[src/rtl/multibit_handshake_pkg.sv]
// Shared types and sizes for the toggle-handshake receiver.
// Latency: n/a (declarations only).
// Backpressure: n/a.
package multibit_handshake_pkg;

    // Receiver condition: nothing outstanding, or a word waiting for buffer space
    typedef enum logic [0:0] {
        IDLE       = 1'b0,
        WAIT_SPACE = 1'b1
    } hs_rx_state_t;

    localparam int RX_BUF_DEPTH = 2;
    localparam int RX_COUNT_W   = 16;

endpackage

[src/rtl/multibit_handshake_sync.sv]
// N-stage single-bit synchronizer for a level or toggle crossing into i_clk.
// Latency: output follows input after STAGES rising edges.
// Backpressure: none; samples every cycle.
module multibit_handshake_sync #(
    parameter int STAGES = 2
) (
    input  logic i_clk,
    input  logic i_rst_n,
    input  logic i_d,
    output logic o_q
);

    logic [STAGES-1:0] r_sync;

    // Shift the asynchronous input through the flop chain
    always_ff @(posedge i_clk or negedge i_rst_n) begin
        if (!i_rst_n) begin
            r_sync <= '0;
        end else begin
            r_sync <= {r_sync[STAGES-2:0], i_d};
        end
    end

    assign o_q = r_sync[STAGES-1];

endmodule

[src/rtl/multibit_handshake_rx.sv]
// Receive side of a two-phase bundled-data handshake, buffering words in a 2-entry queue.
// Latency: capture and ack toggle on edge SYNC_STAGES+1 after a req toggle; bvalid follows the same edge.
// Backpressure: with both entries full the ack toggle is withheld, stalling the transmitter without loss.
module multibit_handshake_rx
    import multibit_handshake_pkg::*;
#(
    parameter int DATA_WIDTH  = 32,
    parameter int SYNC_STAGES = 2
) (
    input  logic                  clk,
    input  logic                  reset_n,
    input  logic                  req,
    input  logic [DATA_WIDTH-1:0] rx_data,
    output logic                  ack,
    output logic                  bvalid,
    output logic [DATA_WIDTH-1:0] bdata,
    input  logic                  bready,
    output logic [RX_COUNT_W-1:0] rx_count
);

    localparam logic [1:0] LP_DEPTH = 2'(RX_BUF_DEPTH);

    logic                  w_req_s;
    logic                  w_pending;
    logic                  w_space;
    logic                  w_push;
    logic                  w_pop;
    hs_rx_state_t          r_state;
    hs_rx_state_t          w_state_nxt;
    logic                  r_ack;
    logic [1:0]            r_count;
    logic                  r_wr_ptr;
    logic                  r_rd_ptr;
    logic [DATA_WIDTH-1:0] r_mem [RX_BUF_DEPTH];
    logic [RX_COUNT_W-1:0] r_rx_count;

    multibit_handshake_sync #(
        .STAGES (SYNC_STAGES)
    ) u_req_sync (
        .i_clk   (clk),
        .i_rst_n (reset_n),
        .i_d     (req),
        .o_q     (w_req_s)
    );

    // A word is outstanding while the synchronized req differs from our ack
    assign w_pending = w_req_s ^ r_ack;
    assign w_space   = (r_count < LP_DEPTH);
    assign w_pop     = bvalid && bready;

    // FSM state register
    always_ff @(posedge clk or negedge reset_n) begin
        if (!reset_n) begin
            r_state <= IDLE;
        end else begin
            r_state <= w_state_nxt;
        end
    end

    // FSM next state and capture strobe; a full buffer holds off the capture
    always_comb begin
        w_state_nxt = r_state;
        w_push      = w_pending && w_space;
        case (r_state)
            IDLE: begin
                if (w_pending && !w_space) begin
                    w_state_nxt = WAIT_SPACE;
                end
            end
            WAIT_SPACE: begin
                if (!(w_pending && !w_space)) begin
                    w_state_nxt = IDLE;
                end
            end
            default: w_state_nxt = IDLE;
        endcase
    end

    // Capture: write tail, flip ack, bump the lifetime word counter
    always_ff @(posedge clk or negedge reset_n) begin
        if (!reset_n) begin
            r_ack      <= 1'b0;
            r_wr_ptr   <= 1'b0;
            r_rx_count <= '0;
            for (int i = 0; i < RX_BUF_DEPTH; i++) begin
                r_mem[i] <= '0;
            end
        end else if (w_push) begin
            r_ack             <= ~r_ack;
            r_wr_ptr          <= ~r_wr_ptr;
            r_rx_count        <= r_rx_count + 1'b1;
            r_mem[r_wr_ptr]   <= rx_data;
        end
    end

    // Occupancy and head pointer; push is never taken when full, so no overflow case
    always_ff @(posedge clk or negedge reset_n) begin
        if (!reset_n) begin
            r_count  <= 2'd0;
            r_rd_ptr <= 1'b0;
        end else begin
            if (w_pop) begin
                r_rd_ptr <= ~r_rd_ptr;
            end
            case ({w_push, w_pop})
                2'b10:   r_count <= r_count + 2'd1;
                2'b01:   r_count <= r_count - 2'd1;
                default: r_count <= r_count;
            endcase
        end
    end

    assign ack      = r_ack;
    assign bvalid   = (r_count != 2'd0);
    assign bdata    = r_mem[r_rd_ptr];
    assign rx_count = r_rx_count;

endmodule

[config.mk]
export PLATFORM = sky130hd
export DESIGN_NAME = multibit_handshake_rx
export DESIGN_NICKNAME = d
export VERILOG_FILES = /design/src/rtl/multibit_handshake_pkg.sv /design/src/rtl/multibit_handshake_sync.sv /design/src/rtl/multibit_handshake_rx.sv
export SDC_FILE = /design/constraint.sdc
export NUM_CORES = 1
export LEC_CHECK = 0
export ABC_AREA = 0
export CORE_UTILIZATION = 56
export CTS_BUF_LIST = sky130_fd_sc_hd__clkbuf_4
export CTS_CLUSTER_DIAMETER = 40
export DETAILED_ROUTE_END_ITERATION = 7
export HOLD_SLACK_MARGIN = 0.08
export PLACE_DENSITY = 0.92
export SKIP_LAST_GASP = 1
export SYNTH_ARGS = -nofsm -noshare
export SYNTH_HDL_FRONTEND = slang
export SYNTH_HIERARCHICAL = 1
export SYNTH_SLANG_ARGS = --single-unit
[constraint.sdc]
create_clock -name clk -period 4.83 [get_ports clk]
set_clock_uncertainty 0.2 [all_clocks]
set_input_delay 0.966 -clock clk [delete_from_list [all_inputs] [get_ports clk]]
set_output_delay 0.966 -clock clk [all_outputs]
set_load 0.02 [all_outputs]
# --- Word-level counts from Yosys, hierarchy flattened ---
# Cells that the tools add are included.
op_classes:
  addsub: 3
  order_cmp: 4
  n_eq_ne: 2
  muxes: 7
  bitwise: 6
  reduce_logical: 5
ops:
  columns: ["operator", "count"]
  rows:
  - ["$mux 32", 4]
  - ["$bwmux 64", 1]
  - ["$demux 32 s1", 1]
  - ["$add 16x1->16 const B", 1]
  - ["$ge 2x2->1 const B", 2]
  - ["$not 1->2", 2]
  - ["$pmux 2 s2", 1]
  - ["$reduce_bool 2->1", 2]
  - ["$logic_and 1x1->1", 3]
  - ["$not 1->1", 3]
  - ["$add 2x1->2 const B", 1]
  - ["$eq 2x1->1 const B", 1]
  - ["$eq 2x2->1 const B", 1]
  - ["$lt 2x1->1 const B", 1]
  - ["$lt 2x2->1 const B", 1]
  - ["$sub 2x1->2 const B", 1]
  - ["$xor 1x1->1", 1]
totals:
  ff_bits: 87
  output_inout_bits: 50
  wordCells: 35

# --- Logic depth before layout (Yosys ltp) ---
# Gate-level depths: netlist of run 1.
logic_depth:
  word_depth: 6
  depth_mapped: 7
  ltp_nobuf: 7

# --- By module ---
# Netlist of run 1, hierarchy kept.
modules_own_cells:
  columns: ["module", "n_inst", "cells_each", "area_per_inst_um2"]
  rows:
  - ["multibit_handshake_rx", 1, 252, 3876.2]
  - ["multibit_handshake_sync", 1, 2, 50.0]

# --- Worst setup path after synthesis of run 1 ---
# OpenSTA, ideal clock, no wires.
synth_timing:
  kind: "register -> output"
  from: "register r_rd_ptr"
  to: "output bdata[22]"
  t_arrival_ps: 1293
  required_time_ps: 3664
  setup_slack_ps: 2371
  path_stages_with_launch: 4
  n_path_buf: 2
  path_cell_list: "dfrtp_1 > clkbuf_1 > clkbuf_1 > mux2_2"
synth_via:
  elab_chain_cells: 4
synth_rtl:
  columns: ["element", "line_no", "source"]
  rows:
  - ["from (decl)", "multibit_handshake_rx.sv:33", "logic r_rd_ptr;"]
  - ["from (signal assigned)", "multibit_handshake_rx.sv:103", "r_rd_ptr <= ~r_rd_ptr;"]
  - ["$not 1->2 (not written as such)", "multibit_handshake_rx.sv:115", "assign bdata = r_mem[r_rd_ptr];"]
  - ["$mux 32 (not written as such) (3 in series)", "multibit_handshake_rx.sv:115", null]
  - ["to (decl)", "multibit_handshake_rx.sv:16", "output logic [DATA_WIDTH-1:0] bdata,"]
# Every way passes these cells. The select of a mux whose other input is x is not followed.

# --- Final worst setup path of run 1 ---
layout_timing:
  from: "register r_rd_ptr"
  to: "output bdata[1]"
# The elaborated chain is that of the path after synthesis.

==> results of run 1 <==
[cell families after synthesis]
| logic type | share of synthesized area [%] |
|---|---|
| simple gates | 5.00 |
| mux | 30.7 |
| xor+xnor | 4.88 |
| buf+inv | 3.35 |
| fa+ha+maj | 0.637 |
| flops | 55.4 |
[power groups by stage]
stage / registers, mW / clock network, mW / logic [mW]
2_1_floorplan: 1.23 / 0 / 1.30
3_3_place_gp: 1.27 / 0 / 1.83
3_5_place_dp: 1.28 / 0 / 1.87
4_1_cts: 1.27 / 0.617 / 1.88
5_1_grt: 1.32 / 0.647 / 1.98
6_report: 1.27 / 0.604 / 1.86
[synthesized netlist by cell type, types with 3 or more instances]
library cell	number
dfrtp_1	87
mux2_2	59
mux2_4	30
xnor2_1	13
mux2_1	8
nand2_1	7
xor2_1	7
clkbuf_1	5
nand4_1	5
nor2_1	5
buf_6	4
nand3_1	4
and2_1	3
buf_12	3
[registers in the layout, summed over array words and instances (netlist names)]
register           flops
r_count                2
ack                    1
r_wr_ptr               1
rx_count              16
r_mem                 64
r_rd_ptr               1
u_req_sync/r_sync      2
[metal layers]
metal	GRT usage, %	vias to the layer above
li1	-	1062
met1	28.4	1147
met5	0	-
met3	5.10	16
met4	8.79	0
met2	32.9	57
[worst paths after layout]
check                                startpoint                    to  cells past startpoint
max                                    r_rd_ptr              bdata[1]                      3
min                        u_req_sync/r_sync[0]  u_req_sync/r_sync[1]                      0
max reg2reg                                 ack             r_mem[26]                      4
min reg2reg                u_req_sync/r_sync[0]  u_req_sync/r_sync[1]                      0
max in group asynchronous               reset_n            r_count[1]                      1
min in group asynchronous               reset_n             r_mem[40]                      1
[area by class of cell]
type | instances | area, sq um | area share, %
Sequential cell | 87 | 2180 | 43.5
Multi-Input combinational cell | 153 | 1620 | 32.3
Timing Repair Buffer | 86 | 856 | 17.1
Clock inverter | 7 | 159 | 3.17
Tap cell | 96 | 120 | 2.40
Clock buffer | 9 | 67.6 | 1.35
Inverter | 2 | 7.51 | 0.150
[critical path, cell delays in order, from the launching register on]
cell	delay, ps
dfrtp_1	780
buf_4	380
mux2_2	380
clkdlybuf4s50_1	550
[through the flow]
step                setup WS (ps)  cells  util (%)
finish                       1160    440      73.7
global route                 1020    440      73.7
CTS                          1130    440      73.7
detailed placement           1590    424      70.3
global placement             1600    424      70.3
floorplan                    2370    254         -
[placed cells by master (no fill, tap or decap), types with 4 or more instances in the layout]
master	count
bufinv_16	5
xnor2_1	13
nand2_1	7
xor2_1	7
nand4_1	5
mux2_4	30
clkdlybuf4s50_1	84
clkbuf_4	9
nand3_1	4
nor2_1	5
mux2_1	8
mux2_2	59
dfrtp_1	87
==> insert_results.sql, run 1 <==
INSERT INTO impl_metrics (metric_group, metric, value, unit) VALUES
('outcome', 'run_status', 'finished clean', ''),
('yosys', 'postSynthNetCount', '292', ''),
('detailed_routing', 'met2_wirelength', '3.44', 'mm'),
('power', 'p_per_area', '746', 'nW/um^2'),
('global_route', 'initial_antenna_violation_count', '0', ''),
('power', 'clock_power_share', '16.2', '%'),
('cts', 'postCtsHoldBufs', '0', ''),
('global_route', 'first_pass_grt_wire_length', '11.9', 'mm'),
('power', 'totalPowerFinal', '3.73', 'mW'),
('critical_path', 'timing.critical_path.to_type', 'output pin', ''),
('cts', 'post_cts_resized', '0', ''),
('die', 'fp-row-count', '30', ''),
('timing', 'timing_worst_slew_pin_value', '1080', 'ps'),
('die', 'floorplan.die.height', '85.7', 'um'),
('detailed_routing', 'met1_length', '3.09', 'mm'),
('yosys', 'netlist-cell-type-count', '26', ''),
('min_path', 'min-delay-path-class', 'reg2reg', ''),
('cts', 'clock_insertion_delay_worst_skew', '400', 'ps'),
('cts', 'clock_sinks', '87', ''),
('global_route', 'grt_max_degree', '88', ''),
('yosys', 'synth_enable_flop_cells', '0', ''),
('yosys', 'synth_largest_type_area_fraction', '55.4', '%'),
('detailed_routing', 'highest-signal-layer', 'met4', ''),
('yosys', 'synthesis.instances', '254', ''),
('cts', 'cts_max_path_buffers', '2', ''),
('global_route', 'vias_in_the_first_global_route', '2384', ''),
('cts', 'post_cts_buffers', '0', ''),
('cts', 'htree_num_levels', '3', ''),
('cts', 'cts_inserted_buffers', '9', ''),
('place', 'dp_hpwl', '4.69', 'mm'),
('timing', 'finalCritPeriodShare', '76.0', '%'),
('place', 'place.gp.congestion', '0.779', ''),
('timing', 'maxSlewViolCount', '0', ''),
('critical_path', 'timing.critical_path.from_type', 'register', ''),
('yosys', 'dominantRegCellSynth', 'dfrtp_1', ''),
('die', 'initial_utilization', '57.8', '%'),
('cts', 'cts.clk_slew.worst_paths', '130', 'ps'),
('detailed_routing', 'drtPass1Iterations', '4', ''),
('yosys', 'asyncSetResetFlopFracSynth', '100', '%'),
('power', 'ir_worst_vdd', '456', 'uV'),
('place', 'dpl-instance-area', '4780', 'sq um'),
('yosys', 'mappedNetlistArea', '3930', 'sq um'),
('critical_path', 'cp.arrival', '2500', 'ps'),
('timing', 'finalHoldWorstSlack', '169', 'ps'),
('die', 'floorplan.io_pins', '86', ''),
('cts', 'cts_tree', 'yes', ''),
('yosys', 'synth_seq_area_share', '55.4', '%'),
('timing', 'finalHoldViolCount', '0', ''),
('power', 'switching_power_as_a_share_of_total_power', '32.9', '%'),
('power', 'power_leakage', '2.16', 'nW'),
('yosys', 'post_synth.cell_area_avg', '15.5', 'sq um'),
('global_route', 'gr-total-overflow', '0', ''),
('critical_path', 'path_class', 'reg2out', ''),
('final_layout', 'antenna_cells_inserted', '0', ''),
('detailed_routing', 'drc', '0', ''),
('power', 'p_int', '2.50', 'mW'),
('timing', 'rsz0062_at_grt', 'no', ''),
('detailed_routing', 'drt-initial-drc-count', '82', ''),
('power', 'power_frac_comb', '49.7', '%'),
('die', 'chipWidth', '85.7', 'um'),
('timing', 'slew_headroom', '28.0', '%'),
('detailed_routing', 'detailroute.via_count', '2282', ''),
('critical_path', 'worst-endpoint-required', '3660', 'ps'),
('die', 'core_area', '6790', 'sq um'),
('yosys', 'synth.ff_latch_count', '87', ''),
('detailed_routing', 'ant_nets', '0', ''),
('timing', 'max_clock_freq', '273', 'MHz'),
('final_layout', 'final_area', '5010', 'sq um'),
('timing', 'post-route-min-period', '3670', 'ps'),
('flow_run', 'timing.max_cap.violations', '0', ''),
('detailed_routing', 'routed_wl', '7.07', 'mm');
No activity file was read; power rests on OpenSTA's default activity.
==> run 2: changes to the inputs <==
Settings changed: CORE_UTILIZATION 56 to 47, PLACE_DENSITY 0.92 to 0.83.
Clock period 4.83 ns to 3.2 ns, I/O delays scaled along.
==> insert_results.sql, run 2 (synthesis gave the netlist of run 1 again) <==
INSERT INTO impl_metrics (metric_group, metric, value, unit) VALUES
('final_layout', 'fill_cells', '615', ''),
('cts', 'post_cts_resized', '0', ''),
('timing', 'finalSetupViolCount', '0', ''),
('die', 'floorplan.io_pins', '86', ''),
('final_layout', 'multi_input_area', '1620', 'sq um'),
('critical_path', 'timing.critical_path.cells', 'buf_4 -> mux2_2 -> clkdlybuf4s50_1', ''),
('timing', 'rsz0062_at_grt', 'no', ''),
('flow_run', 'timing.max_cap.violations', '0', ''),
('final_layout', 'largest_register_ffs', '64', ''),
('power', 'power_leakage', '2.17', 'nW'),
('cts', 'clock_insertion_delay_worst_skew', '420', 'ps'),
('cts', 'cts_root_buf', 'clkbuf_4', ''),
('cts', 'cts_inserted_buffers', '9', ''),
('critical_path', 'timing.critical_path.max_delay_family', 'buffers and inverters', ''),
('place', 'dp_hpwl', '5.11', 'mm'),
('critical_path', 'path_class', 'reg2out', ''),
('detailed_routing', 'detail_route.vias_per_cell', '5.03', ''),
('cts', 'postCtsHoldBufs', '1', ''),
('final_layout', 'final_nets', '382', ''),
('cts', 'cts.clk_slew.worst_paths', '120', 'ps'),
('min_path', 'min_to', 'u_req_sync/r_sync[1]', ''),
('timing', 'timing_worst_slew_pin_value', '608', 'ps'),
('critical_path', 'logic_depth_of_the_worst_register_to_register_path', '5', ''),
('timing', 'slew_headroom', '59.5', '%'),
('timing', 'max_clock_freq', '358', 'MHz'),
('detailed_routing', 'drc', '0', ''),
('critical_path', 'cp.arrival', '1950', 'ps'),
('final_layout', 'layout_commonest_cell', 'dfrtp_1', ''),
('detailed_routing', 'route.detailed.wl_per_inst', '16.2', 'um'),
('detailed_routing', 'detailroute.via_count', '2264', ''),
('critical_path', 'rr_startpoint', 'ack', ''),
('critical_path', 'timing.critical_path.fanout_max', '17', ''),
('power', 'totalPowerFinal', '5.50', 'mW'),
('die', 'chipWidth', '93.4', 'um'),
('cts', 'cts_max_path_buffers', '2', ''),
('critical_path', 'crit-reg2reg-capture', 'r_mem[14]', ''),
('die', 'fp-row-count', '32', ''),
('cts', 'clock_sinks', '87', ''),
('global_route', 'grt_max_degree', '51', ''),
('critical_path', 'timing.critical_path.to_type', 'output pin', ''),
('min_path', 'min-delay-path-class', 'reg2reg', ''),
('die', 'initial_utilization', '49.8', '%'),
('die', 'floorplan.die.height', '93.4', 'um'),
('cts', 'cts_tree', 'yes', ''),
('power', 'ir_worst_vdd', '611', 'uV'),
('timing', 'finalCritPeriodShare', '87.3', '%'),
('final_layout', 'area_growth_syn_to_layout', '27.8', '%'),
('critical_path', 'timing.critical_path.from_type', 'register', ''),
('critical_path', 'cp_slowest_stage_delay', '550', 'ps'),
('timing', 'post-route-min-period', '2790', 'ps'),
('final_layout', 'antenna_cells_inserted', '0', ''),
('timing', 'finalHoldViolCount', '0', ''),
('final_layout', 'layout_common_cells', 'dfrtp_1, clkdlybuf4s50_1, mux2_2, mux2_4, xnor2_1', ''),
('outcome', 'run_status', 'finished clean', ''),
('final_layout', 'register_area', '2180', 'sq um'),
('global_route', 'first_pass_grt_wire_length', '12.4', 'mm'),
('die', 'fp.dieArea', '8720', 'sq um'),
('timing', 'maxSlewViolCount', '0', ''),
('global_route', 'vias_in_the_first_global_route', '2503', ''),
('critical_path', 'worst_path_max_delay_cell', 'clkdlybuf4s50_1', ''),
('final_layout', 'largest_register', 'r_mem', ''),
('place', 'io_buffer_count', '85', ''),
('power', 'p_per_area', '1100', 'nW/um^2'),
('critical_path', 'worst-path-buf-inv', '2', ''),
('die', 'core_area', '7890', 'sq um'),
('detailed_routing', 'routed_wl', '7.31', 'mm'),
('min_path', 'hold_path_stages', '0', ''),
('global_route', 'grt_util_all_layers', '18.8', '%'),
('cts', 'htree_num_levels', '3', ''),
('critical_path', 'r2r_slack', '830', 'ps'),
('min_path', 'worstHoldStart', 'u_req_sync/r_sync[0]', ''),
('global_route', 'gr-total-overflow', '0', ''),
('timing', 'finalHoldWorstSlack', '172', 'ps'),
('critical_path', 'worst-endpoint-required', '2360', 'ps'),
('global_route', 'initial_antenna_violation_count', '0', ''),
('detailed_routing', 'drt-initial-drc-count', '56', ''),
('cts', 'post_cts_buffers', '0', ''),
('detailed_routing', 'drtPass1Iterations', '4', ''),
('final_layout', 'post_route_cells_drive_above_1_share', '33.3', '%'),
('place', 'place.gp.congestion', '0.712', ''),
('timing', 'finalSetupTns', '0', 'ps'),
('detailed_routing', 'ant_nets', '0', '');
-- run 2: cell count changes in the layout (fill, tap and decap cells not counted), sizes merged --
cell / change
clkbuf: +2
bufinv: -2
dlygate4sd3: +1
clkinv: -1
buf: +4
-- run 2: final cells by class --
cell class	instances	share of cell area (%)
Inverter	2	0.150
Multi-Input combinational cell	153	32.3
Timing Repair Buffer	91	18.1
Sequential cell	87	43.4
Tap cell	102	2.54
Clock buffer	11	1.65
Clock inverter	4	1.90
-- run 2: worst max-delay path by stage --
| stage | from | slack [ps] | cells past startpoint | end |
|---|---|---|---|---|
| 4_1_cts | r_rd_ptr | 360 | 3 | bdata[21] |
| 3_5_place_dp | r_rd_ptr | 850 | 3 | bdata[28] |
| 2_1_floorplan | r_rd_ptr | 1070 | 3 | bdata[22] |
| 3_3_place_gp | r_rd_ptr | 850 | 3 | bdata[7] |
| 5_1_grt | r_rd_ptr | 310 | 3 | bdata[21] |
| 6_report | r_rd_ptr | 410 | 3 | bdata[15] |
-- run 2: per-layer routing --
| layer | track usage [%] | routed length (um) | up-vias |
|---|---|---|---|
| li1 | - | - | 1064 |
| met1 | 23.6 | 3230 | 1138 |
| met2 | 31.1 | 3650 | 53 |
| met3 | 3.58 | 300 | 9 |
| met4 | 9.10 | 120 | 0 |
| met5 | 0 | 0 | - |
-- run 2: power breakdown --
part / internal, mW / switching [mW]
clock network: 0.409 / 0.351
registers: 1.59 / 0.301
logic: 1.65 / 1.19
-- run 2: metrics by stage --
step	worst slack [ps]	util (%)	cell area (sq um)	instances
floorplan	1070	-	3930	254
global placement	852	61.2	4830	434
detailed placement	849	61.2	4830	434
CTS	356	63.6	5020	450
global route	308	63.6	5020	450
finish	406	63.6	5020	450
==> run 3: changes to the inputs <==
Settings changed: CAP_MARGIN set to 5.
==> results of run 3 <==
Same layout as run 2: the final DEF is identical, and so are final timing and power.
